==> src/rtl/pp_term_accumulator.sv <==
// pp_term_accumulator: sums NUM_PP signed encoder terms, term k weighted by 2^(k*SHIFT),
// and holds the result until the consumer takes it.
module pp_term_accumulator #(
  parameter int LOG_WIDTH = 6,
  parameter int NUM_PP = 8,
  parameter int SHIFT = 2,
  localparam int ACC_W = LOG_WIDTH + 1 + (NUM_PP - 1) * SHIFT + $clog2(NUM_PP),
  localparam int CNT_W = $clog2(NUM_PP)
) (
  input  logic             clk,
  input  logic             rst,
  input  logic             clear,
  input  logic [LOG_WIDTH:0] in_data,
  input  logic             in_valid,
  output logic             in_ready,
  output logic [ACC_W-1:0] sum,
  output logic             sum_valid,
  input  logic             sum_ready,
  output logic [CNT_W-1:0] term_count
);
  typedef enum logic [1:0] {IDLE, ACCUM, DONE} state_t;
  state_t state_q, state_d;
  logic [ACC_W-1:0] acc_q, acc_d, sum_q, sum_d, ext, term;
  logic [CNT_W-1:0] cnt_q, cnt_d;
  logic last;
  assign ext = {{(ACC_W-LOG_WIDTH-1){in_data[LOG_WIDTH]}}, in_data};
  assign term = ext << (int'(cnt_q) * SHIFT);
  assign last = cnt_q == CNT_W'(NUM_PP - 1);
  assign in_ready = (state_q != DONE) && !clear;
  assign sum = sum_q;
  assign sum_valid = state_q == DONE;
  assign term_count = cnt_q;
  // IDLE always holds acc=0 and cnt=0, so it shares the ACCUM accept path
  always_comb begin
    state_d = state_q;
    acc_d = acc_q;
    cnt_d = cnt_q;
    sum_d = sum_q;
    if (clear) begin
      state_d = IDLE;
      acc_d = '0;
      cnt_d = '0;
    end else if (state_q == DONE) begin
      state_d = sum_ready ? IDLE : DONE;
    end else if (in_valid) begin
      acc_d = last ? '0 : acc_q + term;
      cnt_d = last ? '0 : cnt_q + 1'b1;
      sum_d = last ? acc_q + term : sum_q;
      state_d = last ? DONE : ACCUM;
    end
  end
  always_ff @(posedge clk or posedge rst) begin
    if (rst) begin
      state_q <= IDLE;
      acc_q <= '0;
      sum_q <= '0;
      cnt_q <= '0;
    end else begin
      state_q <= state_d;
      acc_q <= acc_d;
      sum_q <= sum_d;
      cnt_q <= cnt_d;
    end
  end
endmodule

==> config.mk <==
export PLATFORM = sky130hd
export DESIGN_NAME = pp_term_accumulator
export DESIGN_NICKNAME = d
export VERILOG_FILES = /design/src/rtl/pp_term_accumulator.sv
export SDC_FILE = /design/constraint.sdc
export NUM_CORES = 1
export LEC_CHECK = 0
export ABC_CLOCK_PERIOD_IN_PS = 5350
export BUFFER_PORTS_ARGS = -buffer_cell sky130_fd_sc_hd__buf_2
export CAP_MARGIN = 20
export CORE_AREA = 2 2 89 91
export CTS_CLUSTER_SIZE = 8
export DETAILED_ROUTE_END_ITERATION = 10
export DIE_AREA = 0 0 91 93
export PLACE_DENSITY = 0.77
export RECOVER_POWER = 25
export SLEW_MARGIN = 30
export SYNTH_ARGS = -nofsm -noshare
export SYNTH_HDL_FRONTEND = slang
export SYNTH_SLANG_ARGS = --single-unit
==> constraint.sdc <==
create_clock -name clk -period 5.35 [get_ports clk]
set_input_delay 1.07 -clock clk [delete_from_list [all_inputs] [get_ports clk]]
set_output_delay 1.07 -clock clk [all_outputs]
set_load 0.005 [all_outputs]
==> results.txt <==
status = finished with violations
violated checks = max-capacitance violations, max-slew violations
Worst slew margin = -55.81%
crit path launch type = input pin
largest family of logic cells by synthesized area = compound AO/OA/AOI/OAI gates
CTS tree = done
postcts setup bufs = 0
chip width = 91 um
H-Tree Level Count = 2
DR iter-0 viols = 179
skew final = 10.68 ps
Hold Slack = 473.9 ps
final wirelength = 8.832 mm
Post-synth EDFFs = 0
Final #Nets = 474
mux cell area share after synthesis = 3.313%
Final Critical Period = 3749 ps
synth top area cells = dfrtp_1, ha_1, nand2_1
# hold bufs at CTS = 0
post-cts resize count = 0
Tcrit/Tclk final = 70.07%
fraction of registers with async set/reset = 100.0%
Finished Core Util = 53.22%
total grt overflow = 0
DIE AREA = 8463 um^2
worst vdd rail ir drop = 0.1564 mV
critical path arrival = 3940 ps
Initial DRT Pass Iterations = 4
crit path max-delay cell type = or3_1
RSZ-0062 raised after global routing = false
Synth top area share = 36.20%
clock tree buffer depth = 2
ys flop type = dfrtp_1
# DRC = 0
WL per Instance = 16.39 um
diodes inserted = 0
worst stage delay on the critical path = 380 ps
crit end category = flop
syn_nets = 447
Worst Tran Pin Value = 2324 ps
IO Pins = 41
static leakage = 1.963 nW
max-cap violations = 1
Gate Count Post-Synth = 409
starting density of the core = 48.67%
Ys Warns = 0
vias in the first global route = 3,087
Post-DRT Antenna Nets = 0
routed vias/inst = 5.766
most instantiated library cell after synthesis = nand2_1
GP Congestion = 0.8695
synthesized flop and latch total = 53
share of cells above drive strength 1 = 18.99%
CP Cell Sequence = buf_2 -> nor2b_1 -> a21oi_1 -> o21ai_0 -> nor2b_1 -> ha_1 -> and2_4 -> and3_4 -> a21oi_1 -> a211o_1 -> a21oi_1 -> or3_1 -> a32o_1
Critical Path RT = 5540 ps
CP most frequent cell = a21oi_1
setup TNS = 0 ps
clock sinks = 53
Worst-path clk slew = 90 ps
Port-buffer cells = 40
Core ar. = 7527 um^2
first-pass GRT wire length = 14.99 mm
via count = 3,108
sequential cell area fraction in the yosys report = 36.20%
FP Rows = 32
HPWL after DPL = 6.492 mm
antenna violations before repair = 0
Worst-Skew Late Latency = 300 ps
kind of critical path = input pin to flop
Worst Hold Class = flop to flop
P per Cell Area = 312.4 nW/um^2
Synth Area in XOR/XNOR = 5.225%
Simple-Gate Fraction of Synth Area = 15.81%
area growth from synthesis to layout = 9.358%
f_max = 266.8 MHz
Final setup viols = 0
Final Max Tran Viols = 54
Avg Synthesized Cell Area = 8.957 um^2
compound-gate portion of the synthesized area = 25.89%
largest net degree at the start of global routing = 54
most frequent cells after synthesis = nand2_1, dfrtp_1, a21oi_1
Final Hold Viols = 0
Synth area leader = dfrtp_1
die height = 93 um
total CTS buffers = 5
all-layer global routing usage = 21.90%
Synth Area in Adders = 9.085%
Cell variety after synth = 61
Post-Syn Area = 3664 um^2
Max FO, Critical Path = 9
clock root cell = clkbuf_8
## critical path, delay by kind of cell
kind / cells / cell delay (ps)
AOI/OAI and AO/OA: 6 / 1080
buffers and inverters: 1 / 210
adders and majority gates: 1 / 320
and+or+nand+nor: 5 / 1270
## placed cells by master, fill, tap and decap left out, drive strengths merged, types with 12 or more instances in the layout
cell type	n
a21oi	44
a22o	17
buf	42
dfrtp	53
ha	25
inv	13
nand2	72
nor2	12
o21ai	30
xnor2	16
## layout make-up
type | count | area, um^2
fillers | 756 | 3521
inverters | 14 | 53.80
clock inverters | 1 | 5.005
flip-flops and latches | 53 | 1326
clock buffers | 7 | 96.34
repair buffers | 42 | 215.2
well taps | 102 | 127.6
multi-input cells | 320 | 2182
## state kept, by name, summed over array words and instances, names as in the netlist
register    count
acc_q          24
state_q         2
sum            24
term_count      3
## where the power goes
part / internal (mW) / switching (mW) / total, mW
logic: 0.213 / 0.321 / 0.533
registers: 0.437 / 0.0325 / 0.470
clock network: 0.117 / 0.131 / 0.248
## worst paths after layout
path | cells after the start | end | startpoint | slack (ps)
hold / removal | 2 | sum[4] | sum[4] | 470
hold reg to reg | 2 | sum[4] | sum[4] | 470
setup reg to reg | 12 | sum[18] | term_count[0] | 1850
setup / recovery | 13 | acc_q[22] | in_data[6] | 1600
min in group asynchronous | 2 | sum[2] | rst | 1380
max in group asynchronous | 2 | sum[0] | rst | 2920
## routing by layer
metal	wire length, um	GRT usage, %	vias up
met5	0	0	-
met1	4007	29.03	1493
met3	283	3.304	17
met4	189	7.449	0
met2	4351	36.79	67
li1	-	-	1531
## stage by stage
stage               setup WS (ps)  cell area, um^2  cells  power (mW)
floorplan                    1939             3664    409      0.8957
detailed placement           1296             3906    531       1.004
global placement             1346             3899    531      0.9944
CTS                          1623             4008    539       1.257
global route                 1350             4006    539       1.343
finish                       1601             4006    539       1.251
## cells by family (layout without fill, tap and decap cells)
logic type | after synthesis | count (layout)
AO/OA/AOI/OAI | 139 | 139
AND/OR/NAND/NOR | 123 | 123
flip-flops | 53 | 53
buffers and inverters | 36 | 64
adder cells (fa/ha/maj) | 26 | 26
XOR/XNOR | 21 | 21
multiplexers | 11 | 11
Note: power is estimated with default switching activity, not from simulation.
